$ cat config.mk
export PLATFORM = sky130hd
export DESIGN_NAME = mem_rr_arbiter_flat
export DESIGN_NICKNAME = d
export VERILOG_FILES = /design/src/rtl/mem_rr_arbiter_if.sv /design/src/rtl/mem_rr_arbiter.sv /design/src/flat_wrapper.sv
export SDC_FILE = /design/constraint.sdc
export NUM_CORES = 1
export LEC_CHECK = 0
export ABC_AREA = 1
export BUFFER_PORTS_ARGS = -buffer_cell sky130_fd_sc_hd__clkbuf_2
export CORE_AREA = 2 2 121 123
export DETAILED_ROUTE_END_ITERATION = 8
export DIE_AREA = 0 0 123 125
export GPL_TIMING_DRIVEN = 0
export PLACE_DENSITY = 0.53
export SYNTH_ARGS = -nofsm -noshare
export SYNTH_HDL_FRONTEND = slang
export SYNTH_SLANG_ARGS = --single-unit
$ cat constraint.sdc
create_clock -name clk -period 2.15 [get_ports clk]
set_clock_uncertainty 0.1 [all_clocks]
set_input_delay 0.1075 -clock clk [delete_from_list [all_inputs] [get_ports clk]]
set_output_delay 0.1075 -clock clk [all_outputs]
set_load 0.01 [all_outputs]
$ cat src/rtl/mem_rr_arbiter_if.sv
// mem_rr_arbiter_if -- one picorv32-style native memory port.
//
// The requester drives valid/instr/addr/wdata/wstrb and receives ready/rdata.
// wstrb == 0 marks a read. ready is a one-cycle completion strobe; rdata is
// only meaningful in the ready cycle.
//
// Modports:
//   master : the side issuing requests (a CPU, or the arbiter towards memory)
//   slave  : the side serving requests (memory, or the arbiter towards a CPU)

interface mem_rr_arbiter_if;
   logic        valid;
   logic        instr;
   logic [31:0] addr;
   logic [31:0] wdata;
   logic [3:0]  wstrb;
   logic        ready;
   logic [31:0] rdata;

   modport master (
      output valid, instr, addr, wdata, wstrb,
      input  ready, rdata
   );

   modport slave (
      input  valid, instr, addr, wdata, wstrb,
      output ready, rdata
   );
endinterface

$ cat src/rtl/mem_rr_arbiter.sv
// mem_rr_arbiter -- two-master round-robin arbiter onto one shared memory port.
//
// Ports:
//   clk          clock, all state updates on the rising edge
//   resetn       synchronous active-low reset
//   m0, m1       requester ports (slave modport of mem_rr_arbiter_if)
//   s            shared-memory port (master modport of mem_rr_arbiter_if)
//   grant        one-hot owner: 01 master 0, 10 master 1, 00 none
//   timeout_err  one-cycle pulse when a transaction is force-completed
//
// A request seen while idle is granted on the next edge; the owner's request
// is then passed straight through to memory until it completes or is dropped.
// Ties go to the master that did not complete last. There is always at least
// one idle cycle between transactions.
//
// Optional feature: define MEM_ARB_TIMEOUT_EN to force-complete a transaction
// after TIMEOUT_CYCLES busy cycles without s.ready, returning 32'hDEADBEEF.
// Without the macro there is no counter, timeout_err is tied low and a grant
// waits for s.ready indefinitely.

module mem_rr_arbiter #(
   parameter int unsigned TIMEOUT_CYCLES = 1024
) (
   input  logic              clk,
   input  logic              resetn,
   mem_rr_arbiter_if.slave   m0,
   mem_rr_arbiter_if.slave   m1,
   mem_rr_arbiter_if.master  s,
   output logic [1:0]        grant,
   output logic              timeout_err
);

   // Encoding chosen so that the state register doubles as the grant vector.
   localparam logic [1:0]  IDLE  = 2'b00;
   localparam logic [1:0]  BUSY0 = 2'b01;
   localparam logic [1:0]  BUSY1 = 2'b10;

   localparam logic [31:0] TIMEOUT_RDATA = 32'hDEADBEEF;

   if (TIMEOUT_CYCLES < 2 || TIMEOUT_CYCLES > 65535) begin : g_param_check
      $error("mem_rr_arbiter: TIMEOUT_CYCLES must be in 2..65535");
   end

   logic [1:0]  state_q, state_d;
   logic        lg_q, lg_d;       // master that completed most recently
   logic        busy;
   logic        sel;              // owner index while busy
   logic        req_valid;
   logic        req_instr;
   logic [31:0] req_addr;
   logic [31:0] req_wdata;
   logic [3:0]  req_wstrb;
   logic        done;
   logic        forced;

   assign busy  = (state_q != IDLE);
   assign sel   = (state_q == BUSY1);
   assign grant = state_q;

   // Owner's request, selected before gating with busy.
   always_comb begin
      req_valid = sel ? m1.valid : m0.valid;
      req_instr = sel ? m1.instr : m0.instr;
      req_addr  = sel ? m1.addr  : m0.addr;
      req_wdata = sel ? m1.wdata : m0.wdata;
      req_wstrb = sel ? m1.wstrb : m0.wstrb;
   end

   // Memory side is held at zero while idle.
   always_comb begin
      s.valid = busy & req_valid;
      s.instr = busy & req_instr;
      s.addr  = busy ? req_addr  : 32'd0;
      s.wdata = busy ? req_wdata : 32'd0;
      s.wstrb = busy ? req_wstrb : 4'd0;
   end

   // s.valid is zero while idle, so a stray s.ready there completes nothing.
   assign done = s.valid & s.ready;

`ifdef MEM_ARB_TIMEOUT_EN
   logic [15:0] cnt_q, cnt_d;

   // Normal completion has priority: forced only when s.ready is still low.
   assign forced = s.valid & ~s.ready & (cnt_q == 16'(TIMEOUT_CYCLES - 1));

   // Held at zero while idle so every grant starts counting from zero.
   always_comb begin
      cnt_d = cnt_q;
      if (!busy) begin
         cnt_d = 16'd0;
      end else if (!s.ready) begin
         cnt_d = cnt_q + 16'd1;
      end
   end

   always_ff @(posedge clk) begin
      if (!resetn) begin
         cnt_q <= 16'd0;
      end else begin
         cnt_q <= cnt_d;
      end
   end
`else
   assign forced = 1'b0;
`endif

   assign timeout_err = forced;

   // Ready only to the owner; rdata is shared except on a forced completion.
   always_comb begin
      m0.ready = (state_q == BUSY0) & (done | forced);
      m1.ready = (state_q == BUSY1) & (done | forced);
      m0.rdata = ((state_q == BUSY0) && forced) ? TIMEOUT_RDATA : s.rdata;
      m1.rdata = ((state_q == BUSY1) && forced) ? TIMEOUT_RDATA : s.rdata;
   end

   always_comb begin
      state_d = state_q;
      lg_d    = lg_q;
      case (state_q)
         IDLE: begin
            if (m0.valid && m1.valid) begin
               state_d = lg_q ? BUSY0 : BUSY1;
            end else if (m0.valid) begin
               state_d = BUSY0;
            end else if (m1.valid) begin
               state_d = BUSY1;
            end
         end
         BUSY0, BUSY1: begin
            if (done || forced) begin
               state_d = IDLE;
               lg_d    = sel;
            end else if (!req_valid) begin
               // Requester withdrew: release without touching fairness state.
               state_d = IDLE;
            end
         end
         default: state_d = IDLE;
      endcase
   end

   always_ff @(posedge clk) begin
      if (!resetn) begin
         state_q <= IDLE;
         lg_q    <= 1'b1;    // master 0 wins the first tie
      end else begin
         state_q <= state_d;
         lg_q    <= lg_d;
      end
   end

endmodule

$ cat src/flat_wrapper.sv
// flat-port wrapper written by rule: the top's interface ports become plain ports
module mem_rr_arbiter_flat 
#(
   parameter int unsigned TIMEOUT_CYCLES = 1024
)
  (clk, resetn, grant, timeout_err, m0_valid, m0_instr, m0_addr, m0_wdata, m0_wstrb, m0_ready, m0_rdata, m1_valid, m1_instr, m1_addr, m1_wdata, m1_wstrb, m1_ready, m1_rdata, s_valid, s_instr, s_addr, s_wdata, s_wstrb, s_ready, s_rdata);
  mem_rr_arbiter_if m0_i ();
  mem_rr_arbiter_if m1_i ();
  mem_rr_arbiter_if s_i ();
  input  logic clk;
  input  logic resetn;
  output logic [1:0] grant;
  output logic timeout_err;
  input wire logic [$bits(m0_i.valid)-1:0] m0_valid;
  input wire logic [$bits(m0_i.instr)-1:0] m0_instr;
  input wire logic [$bits(m0_i.addr)-1:0] m0_addr;
  input wire logic [$bits(m0_i.wdata)-1:0] m0_wdata;
  input wire logic [$bits(m0_i.wstrb)-1:0] m0_wstrb;
  output wire logic [$bits(m0_i.ready)-1:0] m0_ready;
  output wire logic [$bits(m0_i.rdata)-1:0] m0_rdata;
  input wire logic [$bits(m1_i.valid)-1:0] m1_valid;
  input wire logic [$bits(m1_i.instr)-1:0] m1_instr;
  input wire logic [$bits(m1_i.addr)-1:0] m1_addr;
  input wire logic [$bits(m1_i.wdata)-1:0] m1_wdata;
  input wire logic [$bits(m1_i.wstrb)-1:0] m1_wstrb;
  output wire logic [$bits(m1_i.ready)-1:0] m1_ready;
  output wire logic [$bits(m1_i.rdata)-1:0] m1_rdata;
  output wire logic [$bits(s_i.valid)-1:0] s_valid;
  output wire logic [$bits(s_i.instr)-1:0] s_instr;
  output wire logic [$bits(s_i.addr)-1:0] s_addr;
  output wire logic [$bits(s_i.wdata)-1:0] s_wdata;
  output wire logic [$bits(s_i.wstrb)-1:0] s_wstrb;
  input wire logic [$bits(s_i.ready)-1:0] s_ready;
  input wire logic [$bits(s_i.rdata)-1:0] s_rdata;
  assign m0_i.valid = m0_valid;
  assign m0_i.instr = m0_instr;
  assign m0_i.addr = m0_addr;
  assign m0_i.wdata = m0_wdata;
  assign m0_i.wstrb = m0_wstrb;
  assign m0_ready = m0_i.ready;
  assign m0_rdata = m0_i.rdata;
  assign m1_i.valid = m1_valid;
  assign m1_i.instr = m1_instr;
  assign m1_i.addr = m1_addr;
  assign m1_i.wdata = m1_wdata;
  assign m1_i.wstrb = m1_wstrb;
  assign m1_ready = m1_i.ready;
  assign m1_rdata = m1_i.rdata;
  assign s_valid = s_i.valid;
  assign s_instr = s_i.instr;
  assign s_addr = s_i.addr;
  assign s_wdata = s_i.wdata;
  assign s_wstrb = s_i.wstrb;
  assign s_i.ready = s_ready;
  assign s_i.rdata = s_rdata;
  mem_rr_arbiter #(.TIMEOUT_CYCLES(TIMEOUT_CYCLES)) u_core (.clk(clk), .resetn(resetn), .m0(m0_i), .m1(m1_i), .s(s_i), .grant(grant), .timeout_err(timeout_err));
endmodule
Yosys cells after proc, flatten, opt, wreduce, memory -nomap -nowiden
Cells that the tools add are included.
Widths: inputs -> output; s select.

cells by class
  bitwise logic cells = 5
  reductions and logical operators = 6
  eq/ne operators = 4
  muxes and demuxes = 15

operators by type and width
  cell                number
  $mux 32             4
  $mux 2              6
  $mux 4              2
  $and 1x1->1         5
  $ne 4x3->1 const B  1
  $pmux 2 s2          1
  $reduce_and 2->1    2
  $ne 3x3->1 const B  1
  $eq 2x1->1 const B  1
  $eq 2x2->1 const B  1
  $logic_not 2->1     1
  $mux 1              2
  $reduce_bool 2->1   1
  $reduce_or 2->1     1
  $logic_and 1x1->1   1

storage, ports and cells
  input bits = 175
  logic and storage cells = 32
  output and inout bits = 139
  bits in registers = 3

Depth between registers and ports, before layout
Gate-level depths: netlist of run 1.

  depth after elaboration = 6
  depth in mapped cells = 10
  depth with buffers taken out = 9

Worst setup path after synthesis of run 1
No wires, ideal clock.

  path type = register to output
  start = register u_core.state_q[0] (netlist: u_core.grant[0])
  end = output s_addr[21]
  data arrival time = 1381 ps
  required time = 1942 ps
  setup slack = 562 ps
  cell stages (with the launch flop) = 8
  path buffers = 2
  cell sequence = dfxtp_1 inv_1 ha_1 inv_2 buf_6 buf_6 o21ai_2 nor2_1

between the ends
  longest elaborated chain between the ends = 3
  elaborated cells between the ends (all ways) = 4
  those cells by class = eq/ne: 1; mux: 2; reduce/logical: 1

ends and longest elaborated chain
  what                    line                   RTL
  from (decl)             mem_rr_arbiter.sv:44   logic [1:0] state_q, state_d;
  from (signal assigned)  mem_rr_arbiter.sv:149  state_q <= state_d;
  $eq 2x2->1              mem_rr_arbiter.sv:57   assign sel = (state_q == BUSY1);
  $mux 32                 mem_rr_arbiter.sv:64   req_addr = sel ? m1.addr : m0.addr;
  $mux 32 (*)             mem_rr_arbiter.sv:73   s.addr = busy ? req_addr : 32'd0;
  to (decl)               flat_wrapper.sv:30     output wire logic [$bits(s_i.addr)-1:0] s_addr;

Every way passes the cells marked *; elsewhere a longest branch is shown, timed or not.

Final worst setup path of run 1
  start = register u_core.state_q[0] (netlist: u_core.grant[0])
  end = output s_wdata[30]

between the ends
  longest elaborated chain between the ends = 3
  elaborated cells between the ends (all ways) = 4
  those cells by class = eq/ne: 1; mux: 2; reduce/logical: 1

ends and longest elaborated chain
  what            line                  RTL
  $eq 2x2->1      mem_rr_arbiter.sv:57
  net u_core.sel  mem_rr_arbiter.sv:47  logic sel;
  $mux 32         mem_rr_arbiter.sv:65  req_wdata = sel ? m1.wdata : m0.wdata;
  $mux 32         mem_rr_arbiter.sv:74  s.wdata = busy ? req_wdata : 32'd0;
  to (decl)       flat_wrapper.sv:31    output wire logic [$bits(s_i.wdata)-1:0] s_wdata;

The timed path passes the listed nets, and every way through them passes these cells.

==> metrics list, run 1 <==
- After detailed routing, the number of remaining DRC violations is 0.
- Final HPWL DP: 8135 um
* Launching element type of the critical path: register
- After global routing the overflow that remains totals 0.
- Clock latency on the worst-skew pair, taken at its later pin, is between 0.2 and 0.25 ns.
* Hold Path Sink: u_core.lg_q
* Layout-stage area growth over the synthesis result: 95.72%
- Detailed Route WL: 9304 um
- In this run the cell area of the synthesized design comes to between 0.0015 and 0.002 mm^2.
- Die ar.: between 0.015 and 0.02 mm^2
- Achievable clock frequency: roughly 0.49 GHz
* Initial cell density of the core: approximately an eighth
* Largest net degree at the start of global routing: 11
- Clock-pin slew on the worst setup and hold paths: roughly 0.03 ns
* Number of pins with negative max-slew slack in the final report: 0
- At the end of routability-driven placement, the weighted congestion stood at between 0.7 and 0.8.
* TritonCTS clock tree: built
- CTS built an H-tree with a depth of 1.
* Net total in the final layout: 797
- The first global-routing pass estimated 13170 um of wire.
* CTS sink count: 3
- Mean number of vias per cell: about 3.7
* Share of post-route cells with drive strength above 1: a little over three fifths
- Largest driver fanout on the critical path: 10
- Drt first pass iters: 4
- Overall die height: approximately 130 um
* Number of global-route vias before repair: 2645
* Worst r2r dst: u_core.lg_q
- In this run the static leakage power is approximately 2.2 nW.
- The share of total power dissipated in the clock network is around 7.4%.
* VDD IR-drop max: approximately 0.38 mV
* Number of buffers added by the clock tree synthesis step: 3
- Adding up every negative setup slack in the final design gives 0 ns.
- Detailed router's first-iteration violation count: 70
- 314 I/O pins were placed.
* Number of buffers between clock root and the deepest sink: 2
* Setup violation total in the final timing report: 0
* Count of flip-flops with a built-in enable after synthesis: 0
* RSZ-0062 raised after global routing: false
* Die width: between 100 and 150 um
- Cells after synthesis: 334
- Registers are responsible for 2.6% of the overall power.
* Hold Violations, Final: 0
- Average routed wire per standard cell: 11.60 um
- The worst path needs just over 2 ns of the cycle, external delays included.
- The share of the Yosys chip area taken by registers is ~3.3%.
- Worst R2R Start: u_core.grant[0]
- In the synthesized netlist the dominant register cell turns out to be sky130_fd_sc_hd__dfxtp_1.
* Layout filler cell count: between 1.5k and 2k
- Worst reg2reg setup slack: around 0.47 ns
- 0 antenna diodes ended up in the layout.
- The internal power of the cells totals about 1.7 mW.
- Number of post-CTS setup repair buffers: 0
- Maximum capacitance violations: 0
- Synthesis-stage register bit count: 3
- STA puts the critical path data arrival time at between 1.5 and 2 ns.
* Depth of the worst hold-timing path: 2
- In the global route stage, overall resource usage came out at between 10 and 15%.
- Count of distinct cell types in the synthesized netlist: 22
* Hold path start: resetn
- CTS placed an instance of sky130_fd_sc_hd__clkbuf_16 at the clock tree root.
- Start-to-end type of the worst setup path: reg -> out
- Post-synth net total: 512
* Initial antenna violation count: 0
- Once detail routing completed, the nets flagged for antenna violations numbered 0.
- Measured in cells, the most critical reg-to-reg path has a length of 9.
- Via total after detailed routing: between 2k and 3k
- In this run, the combinational gates consume 90.0% of the power.
- Avg Cell Area, Syn: 5.432 um^2
* Final Total Pwr: between 3 and 4 mW
* Async set or reset register ratio after synthesis: 0%
- Outcome: finished clean
* Class of the most critical hold timing path: in -> reg
- Placeable core region: around 0.014 mm^2
- Crit share post-route: ~94%
- Data required time of the critical path: 1.94 ns
- Syn. warnings: 0
* Count of standard-cell rows: 44
* Switching portion of total power: between 50% and 60%
- Power Dens Cells: roughly 1100 mW/mm^2
- P_sw: between 2 and 2.5 mW
* Kind of end point of the critical path: primary output
* Port Buffer Count: 280
per-layer routing:
layer  wire, um  GRT usage [%]
met3        693         0.9580
met2       4677          20.08
met4          0         0.4679
met1       3933          13.88
met5          0              0
placed cells by master (no fill, tap or decap), drive strengths merged:
cell and count:
o21ai 71, conb 1, buf 79, o211ai 1
nor2 144, dfxtp 3, ha 3, nand3 5
nand2 7, inv 9, a21oi 3, clkbuf 292
worst max-delay path by stage:
stage               startpoint           to  slack (ns)  depth (start not counted)
2_1_floorplan  u_core.grant[0]   s_addr[21]        0.56                          7
3_3_place_gp   u_core.grant[0]   s_wdata[0]        0.11                          8
3_5_place_dp   u_core.grant[0]   s_wdata[0]        0.13                          8
4_1_cts        u_core.grant[0]   s_addr[28]        0.02                          8
5_1_grt        u_core.grant[0]  s_wdata[30]      0.0006                          8
6_report       u_core.grant[0]  s_wdata[30]        0.12                          8
synthesized netlist by cell type (2+ instances only):
cell type | count | share of area [%]
sky130_fd_sc_hd__a21oi_1 | 3 | 0.83
sky130_fd_sc_hd__nand3_1 | 4 | 1.1
sky130_fd_sc_hd__dfxtp_1 | 3 | 3.3
sky130_fd_sc_hd__nand2_1 | 4 | 0.83
sky130_fd_sc_hd__nor2_1 | 143 | 30
sky130_fd_sc_hd__o21ai_2 | 10 | 4.8
sky130_fd_sc_hd__nand2_4 | 2 | 1.2
sky130_fd_sc_hd__clkbuf_1 | 5 | 1.0
sky130_fd_sc_hd__ha_1 | 3 | 2.1
sky130_fd_sc_hd__buf_4 | 65 | 27
sky130_fd_sc_hd__buf_2 | 13 | 3.6
sky130_fd_sc_hd__o21ai_0 | 60 | 17
sky130_fd_sc_hd__inv_1 | 7 | 1.4
sky130_fd_sc_hd__buf_6 | 3 | 1.9
sky130_fd_sc_hd__inv_2 | 2 | 0.41
stage by stage:
stage | area (um^2) | utilization [%] | cells | worst slack (ns) | hold WS (ns)
CTS | 3532 | 24.87 | 802 | 0.01947 | 0.006743
global placement | 3446 | 24.26 | 798 | 0.1149 | 0.2310
global route | 3551 | 25.00 | 802 | 0.0006035 | 0.02827
finish | 3551 | 25.00 | 802 | 0.1193 | 0.00008241
floorplan | 1814 | - | 334 | 0.5617 | 0.09211
detailed placement | 3446 | 24.26 | 798 | 0.1282 | 0.2316
area by class of cell:
type / count / area, um^2 / area share [%]
well taps: 184 / 230.2 / 6.483
multi-input cells: 235 / 1105 / 31.11
clock buffers: 4 / 78.83 / 2.220
flip-flops and latches: 3 / 60.06 / 1.691
repair buffers: 280 / 1401 / 39.46
plain buffers: 87 / 636.9 / 17.94
inverters: 9 / 38.79 / 1.092
repair_timing:
| action | CTS | global route |
|---|---|---|
| pin swaps | 0 | 0 |
| gates resized for setup | 3 | 13 |
| hold buffers | 0 | 0 |
| gates cloned | 0 | 0 |
| endpoints found under the hold margin | 0 | 0 |
| setup endpoints to repair | 20 | 30 |
sequential cells by signal, indices dropped and copies added, names as in the netlist:
register and count:
u_core.grant 2, u_core.lg_q 1
power by group through the flow:
stage                     clock [mW]  sequential (mW)  combinational (mW)
final                          0.290            0.101                3.54
after global routing           0.300            0.105                3.97
after CTS                      0.294            0.101                3.58
after detailed placement           0            0.101                3.55
after global placement             0            0.101                3.54
after floorplan                    0            0.104                2.10
worst max-delay path: stages (launching register included):
cell                       delay, ns
sky130_fd_sc_hd__dfxtp_1        0.39
sky130_fd_sc_hd__inv_1          0.09
sky130_fd_sc_hd__ha_1           0.21
sky130_fd_sc_hd__buf_6          0.15
sky130_fd_sc_hd__inv_4          0.15
sky130_fd_sc_hd__buf_4          0.20
sky130_fd_sc_hd__nor2_1         0.05
sky130_fd_sc_hd__nor2_1         0.19
sky130_fd_sc_hd__clkbuf_2       0.18
cell families after synthesis:
family / count (synthesis) / share of synthesized area, %
fa+ha+maj: 3 / 2.069
other cells: 1 / 0.2067
compound gates: 75 / 23.65
simple gates: 156 / 34.69
flops: 3 / 3.310
buf+inv: 96 / 36.07
No activity file was read; power rests on OpenSTA's default activity.
==> run 2: changes to the inputs <==
--- a/config.mk
+++ b/config.mk
@@ -5,7 +5,6 @@
 export SDC_FILE = /design/constraint.sdc
 export NUM_CORES = 1
 export LEC_CHECK = 0
-export ABC_AREA = 1
 export BUFFER_PORTS_ARGS = -buffer_cell sky130_fd_sc_hd__clkbuf_2
 export CORE_AREA = 2 2 121 123
 export DETAILED_ROUTE_END_ITERATION = 8
==> metrics list, run 2 <==
- The number of clock buffers added by TritonCTS is 3.
* Area share of the largest cell type after synthesis: slightly above 40%
- Dividing the detail-routed wire length by the instance count gives 10.04 um.
- Leakage power of the design: slightly above 2 nW
- Power Dens Cells: about 470 mW/mm^2
- The run finished with clean final reports.
- The hold violation total from the final report was 0.
- Clock-pin slew on the worst setup and hold paths: about 0.030 ns
- STA puts the critical path data arrival time at 1.74 ns.
* Launching element type of the critical path: register
- For the worst-skew pair, the clock arrives at the later sink with an insertion delay of 0.22 ns.
- Worst hold margin: 0.004193 ns
* Commonest cells after routing, fill and taps aside: sky130_fd_sc_hd__clkbuf_2, sky130_fd_sc_hd__mux2i_1, sky130_fd_sc_hd__nor2_1, sky130_fd_sc_hd__buf_4
* Final HPWL DP: between 6000 and 7000 um
* Number of buffers between clock root and the deepest sink: 2
- Routability Congestion: between 0.7 and 0.8
- The synthesized design contains 3 register bits.
- Uppermost layer routed: met4
* Count of distinct cell types in the synthesized netlist: 20
- In the final layout, the share of cells above drive strength 1 is about two thirds.
- In this run the remaining antenna-violating nets after routing total 0.
* RSZ-0062 raised after global routing: false
- Wire length of the first global-routing pass: roughly 10000 um
* Drt first pass iters: 6
* Library cell used as clock root buffer: sky130_fd_sc_hd__clkbuf_16
- Largest net degree at the start of global routing: 11
- Measured on the finished design, the core utilization comes to between 20% and 30%.
- For this run the aggregate overflow at the end of global routing stands at 0.
- The final layout contains routed wiring with a total length of between 7000 and 8000 um.
- Register area share after synthesis: about 3.4%
- Start-to-end type of the worst setup path: reg -> out
* Number of post-CTS setup repair buffers: 0
- Number of flip-flops in the largest register: 2
- Synthesis produced a netlist with a net count of 426.
- Area of the mapped netlist: between 0.0015 and 0.002 mm^2
- Once the floorplan was initialized, standard cells occupied around 12% of the core.
* Cells after synthesis: about 250
* Commonest cells in the netlist: sky130_fd_sc_hd__mux2i_1, sky130_fd_sc_hd__nor2_1, sky130_fd_sc_hd__buf_4
- Antenna fix cells: 0
* Routed length on met2: ~3700 um
- The smallest clock period supported by the final layout is computed as 1.946 ns.
* Achievable clock frequency: 0.5140 GHz
- Initial antenna violation count: 0
* CTS sink count: 3
* Via total after detailed routing: about 2.6k
* Top-count cell post-synth: sky130_fd_sc_hd__mux2i_1
- The library cell used most frequently in the layout, excluding fill and tap cells, is sky130_fd_sc_hd__clkbuf_2.
- TritonCTS clock tree: built
* Count of flip-flops with a built-in enable after synthesis: 0
- Syn. warnings: 0
* Layout-stage area growth over the synthesis result: 99.57%
- The die is 125 um tall.
* DRC Markers: 0
- VDD IR-drop max: approximately 0.21 mV
- In the global route stage, overall resource usage came out at under 10%.
- Leading register cell type out of synthesis: sky130_fd_sc_hd__dfxtp_1
* Count of boundary I/O pins: approximately 310
* Final Total Pwr: 1.621 mW
- Cell types occupying the most area after synthesis: sky130_fd_sc_hd__mux2i_1, sky130_fd_sc_hd__buf_4, sky130_fd_sc_hd__nor2_1, sky130_fd_sc_hd__dfxtp_1, sky130_fd_sc_hd__buf_2
* Mean number of vias per cell: between 3 and 4
- Class of the most critical hold timing path: in -> reg
- Number of global-route vias before repair: ~2.2k
- Async set or reset register ratio after synthesis: 0%
- The floorplan step defined a core boundary enclosing ~0.014 mm^2.
* Kind of end point of the critical path: primary output
- At the end of the flow, the number of nets in the layout was around 700.
- In the finished design, the share of the clock period the worst path needs comes to 90.49%.
- Summed over all instances, the cell type with the most area after synthesis is sky130_fd_sc_hd__mux2i_1.
- Setup violations remaining at the end of the flow were counted as 0.
* Data required time of the critical path: slightly below 2 ns
- After the first detailed-routing iteration, the DRC count stood at 42.
- Avg Cell Area, Syn: 7.043 um^2
- Across the run, the number of max-cap violations was 0.
- Largest driver fanout on the critical path: 10
- Sum of met3 wire segment lengths after detailed routing: around 940 um
* Die ar.: ~0.015 mm^2
- CTS built an H-tree with a depth of 1.
* Number of pins with negative max-slew slack in the final report: 0
- Measured along the x axis, the die boundary spans approximately 120 um.
* Met1 Wirelength: 2509 um
- Input and output buffers added on the ports amount to 280.
* Count of standard-cell rows: 44
## run 2: cell count changes after synthesis, moves of 3 or more
cell                       before  now
sky130_fd_sc_hd__a21oi_1        3    0
sky130_fd_sc_hd__buf_1          0    3
sky130_fd_sc_hd__buf_2         13    8
sky130_fd_sc_hd__buf_6          3    0
sky130_fd_sc_hd__inv_1          7    3
sky130_fd_sc_hd__mux2i_1        0   72
sky130_fd_sc_hd__nand2b_1       0    3
sky130_fd_sc_hd__nand3_1        4    1
sky130_fd_sc_hd__nor2_1       143   70
sky130_fd_sc_hd__o21ai_0       60    0
sky130_fd_sc_hd__o21ai_2       10    0
## run 2: critical path: stages (launching register included)
cell	delay [ns]
sky130_fd_sc_hd__dfxtp_1	0.32
sky130_fd_sc_hd__inv_1	0.09
sky130_fd_sc_hd__ha_1	0.19
sky130_fd_sc_hd__buf_2	0.31
sky130_fd_sc_hd__buf_1	0.37
sky130_fd_sc_hd__nor2_1	0.09
sky130_fd_sc_hd__clkbuf_2	0.15
## run 2: per-stage QoR
| stage | area (um^2) | setup TNS (ns) | setup slack (ns) | std cells |
|---|---|---|---|---|
| after floorplan | 1747 | 0 | 0.4776 | 248 |
| after global placement | 3378 | -0.1150 | -0.04322 | 712 |
| after detailed placement | 3378 | -0.01319 | -0.01319 | 712 |
| after CTS | 3461 | 0 | 0.0007705 | 716 |
| after global routing | 3486 | 0 | 0.01345 | 716 |
| final | 3486 | 0 | 0.2044 | 716 |
## run 2: cells by family (layout without fill, tap and decap cells)
| family | count (synthesis) | after routing | share of synthesized area (%) |
|---|---|---|---|
| buffers and inverters | 84 | 368 | 32.59 |
| AND/OR/NAND/NOR | 82 | 82 | 18.91 |
| multiplexers | 72 | 72 | 41.26 |
| adder cells (fa/ha/maj) | 3 | 3 | 2.149 |
| AO/OA/AOI/OAI | 3 | 3 | 1.433 |
| flip-flops | 3 | 3 | 3.439 |
| other | 1 | 1 | 0.2147 |
## run 2: path summary, 6_finish.rpt
| kind | slack (ns) | endpoint | cells after the start | from |
|---|---|---|---|---|
| min | 0.004 | u_core.lg_q | 2 | resetn |
| min reg2reg | 0.39 | u_core.lg_q | 2 | u_core.lg_q |
| max | 0.20 | s_addr[25] | 6 | u_core.grant[0] |
| max reg2reg | 0.35 | u_core.grant[0] | 6 | u_core.grant[0] |
## run 2: where the power goes
part	switching, mW	internal (mW)
combinational	0.655	0.604
sequential	0.00626	0.0631
clock	0.0487	0.244
total	0.710	0.911
## run 2: final cells by class
| type | instances | area (um^2) |
|---|---|---|
| buffer | 81 | 586.8 |
| clock buffer | 4 | 78.83 |
| fill | 1619 | 10720 |
| inverter | 3 | 11.26 |
| multi-input combinational | 161 | 1117 |
| sequential | 3 | 60.06 |
| tap | 184 | 230.2 |
| timing repair buffer | 280 | 1401 |
## run 2: timing repair
item,in CTS,in global routing
hold buffers,0,0
resized for setup,2,22
setup endpoints to repair,71,70
## run 2: metal layers
metal / global-route usage (%) / up-vias
met2: 16.09 / 171
li1: - / 1315
met4: 1.604 / 0
met3: 1.779 / 4
met1: 8.402 / 1072
met5: 0 / -
==> run 3: changes to the inputs <==
--- a/config.mk
+++ b/config.mk
@@ -11,6 +11,7 @@
 export DIE_AREA = 0 0 123 125
 export GPL_TIMING_DRIVEN = 0
 export PLACE_DENSITY = 0.53
+export RECOVER_POWER = 100
 export SYNTH_ARGS = -nofsm -noshare
 export SYNTH_HDL_FRONTEND = slang
 export SYNTH_SLANG_ARGS = --single-unit
==> metrics list, run 3 (synthesized netlist as in run 2, its figures left out) <==
- Outcome: finished clean
- Largest driver fanout on the critical path: 10
- Final Total Pwr: 1.560 mW
- Dividing the detail-routed wire length by the instance count gives approximately 10 um.
* Combinational cell fraction of total power: between 70% and 80%
- Overall die height: between 100 and 150 um
- Of the available clock period, the critical path in the final layout requires between 90% and 100%.
- H-tree level count: 1
* ANT nets after route: 0
* Layout-stage area growth over the synthesis result: 90.90%
* Area occupied by multi-input gates: around 0.0011 mm^2
- Clock-pin slew was measured on the worst setup and hold paths at about 0.03 ns.
- Leaving out fill and tap cells, the most frequent cells in the layout are sky130_fd_sc_hd__clkbuf_2, sky130_fd_sc_hd__clkbuf_1, sky130_fd_sc_hd__mux2i_1.
- The signal on the critical path passes through inv_1 > ha_1 > clkbuf_4 > buf_4 > mux2i_1 > nor2_1 > clkbuf_1.
* Number of pins with negative max-slew slack in the final report: 0
- Critical Path Slowest Stage Cell: sky130_fd_sc_hd__dfxtp_1
* RSZ-0062 raised after global routing: false
- Measured along the x axis, the die boundary spans between 100 and 150 um.
* Detailed Route WL: 7230 um
* Power Dens Cells: around 470 mW/mm^2
* Port Buffer Count: 280
- For this run, the detailed router's first-pass iteration total came to 5.
- Number of buffers added by the clock tree synthesis step: 3
- The longest clock path from root to sink contains 2 buffers.
- After the last flow step, the layout net total stands at roughly 710.
- The via count of the first global-routing pass was ~2.2k.
- Counting I/O delays and the setup requirement, the final critical path takes between 1.5 and 2 ns.
* Internal cell power: between 800 and 900 uW
- On the worst path, the slowest cell contributes a delay of about 0.37 ns.
- Setup violation total in the final timing report: 0
* Register share of total power: under 10%
- The hold violation total from the final report came to 0.
- STA puts the critical path data arrival time at between 1.5 and 2 ns.
- In this run switching power makes up 45.48% of total power.
- Global route total overflow: 0
* Placeable core region: 0.01420 mm^2
- The detailed router finished its first iteration with just under 50 violations.
- In this run the power spent charging and discharging nets is roughly 710 uW.
* Via total after detailed routing: ~2.6k
- The worst-case IR drop observed on VDD is between 0.2 and 0.25 mV.
- The sequential cells in the finished layout cover a total of about 60 um^2.
- Sum of negative setup slack: 0 ns
- Share of post-route cells with drive strength above 1: a little under half
- Final HPWL DP: 6425 um
- The library cell used most frequently in the layout, excluding fill and tap cells, is sky130_fd_sc_hd__clkbuf_2.
* Relative contribution of the clock network to total power: between 10% and 20%
- Die ar.: ~0.015 mm^2
* Layout filler cell count: between 1.5k and 2k
* Count of standard-cell rows: between 40 and 50
- STA classifies the critical path startpoint as a register.
* Start-to-end type of the worst setup path: reg -> out
* Wire length of the first global-routing pass: just over 10000 um
- Max-cap violations in this run came to 0.
* Largest net degree at the start of global routing: 11
- Routability Congestion: about 0.7
- For this run, the total global-route usage over all layers was measured as under 10%.
* Library cell used as clock root buffer: sky130_fd_sc_hd__clkbuf_16
- Class of the most critical hold timing path: in -> reg
* Count of boundary I/O pins: 314
- TritonCTS built the clock tree.
- At the worst endpoint, the required time is about 1.9 ns.
- CTS sink count: 3
- Using the TritonRoute via totals, the vias-per-cell ratio works out to 3.581.
* Initial cell density of the core: 12.30%
- The register with the most flip-flops in the layout has 2 of them.
- Initial antenna violation count: 0
- Kind of end point of the critical path: primary output
- After detailed routing, the number of remaining DRC violations is 0.
* Number of post-CTS setup repair buffers: 0
- Achievable clock frequency: 0.5137 GHz
- Clock latency reported for the late side of the worst-skew pair: 0.22 ns
* Antenna fix cells: 0
* Leakage power of the design: about 1.6 nW
## run 3: cell types whose count changed in the layout (fill, tap and decap cells not counted)
cell and delta:
sky130_fd_sc_hd__buf_1 -1, sky130_fd_sc_hd__clkbuf_2 -121, sky130_fd_sc_hd__clkbuf_1 +122
## run 3: area by class of cell
cell class / count / area share [%]
tap: 184 / 6.904
inverter: 3 / 0.3377
buffer: 81 / 17.60
sequential: 3 / 1.801
clock buffer: 4 / 2.364
timing repair buffer: 280 / 37.49
multi-input combinational: 161 / 33.51
## run 3: layer usage
| layer | vias to the layer above | global-route usage [%] | part of all wire, % |
|---|---|---|---|
| met2 | 175 | 16.09 | 51 |
| met5 | - | 0 | 0 |
| met1 | 1070 | 8.402 | 35 |
| met4 | 0 | 1.604 | 0.66 |
| li1 | 1315 | - | - |
| met3 | 4 | 1.779 | 13 |
## run 3: worst max-delay path, delay by kind of cell, from the launching register on
kind | cells | cell delay [ns]
fa+ha+maj | 1 | 0.19
flops | 1 | 0.37
mux | 1 | 0.13
simple gates | 1 | 0.14
buf+inv | 4 | 0.68
## run 3: power groups by stage
stage	combinational [mW]	sequential, mW	clock (mW)
5_1_grt	1.33	0.0713	0.302
6_report	1.20	0.0695	0.293
4_1_cts	1.27	0.0698	0.297
3_3_place_gp	1.26	0.0710	0
3_5_place_dp	1.26	0.0705	0
2_1_floorplan	0.741	0.0720	0
## run 3: stage by stage
| stage | utilization, % | instance area [um^2] | cells | setup slack [ns] | hold WS [ns] |
|---|---|---|---|---|---|
| after floorplan | - | 1747 | 248 | 0.4776 | 0.07933 |
| after global placement | 23.78 | 3378 | 712 | -0.04322 | 0.2386 |
| after detailed placement | 23.78 | 3378 | 712 | -0.01319 | 0.2339 |
| after CTS | 24.37 | 3461 | 716 | 0.0007705 | 0.006052 |
| after global routing | 23.48 | 3334 | 716 | 0.01427 | 0.02745 |
| final | 23.48 | 3334 | 716 | 0.2033 | 0.003733 |
## run 3: what timing repair did
item	CTS	global route
hold buffers	0	0
gates resized for setup	2	22
setup endpoints to repair	71	70
## run 3: final timing paths
path	from	end	slack (ns)	depth (start not counted)
setup / recovery	u_core.grant[0]	s_addr[31]	0.20	7
hold / removal	resetn	u_core.lg_q	0.004	2
setup reg to reg	u_core.grant[0]	u_core.grant[0]	0.33	6
hold reg to reg	u_core.lg_q	u_core.lg_q	0.39	2
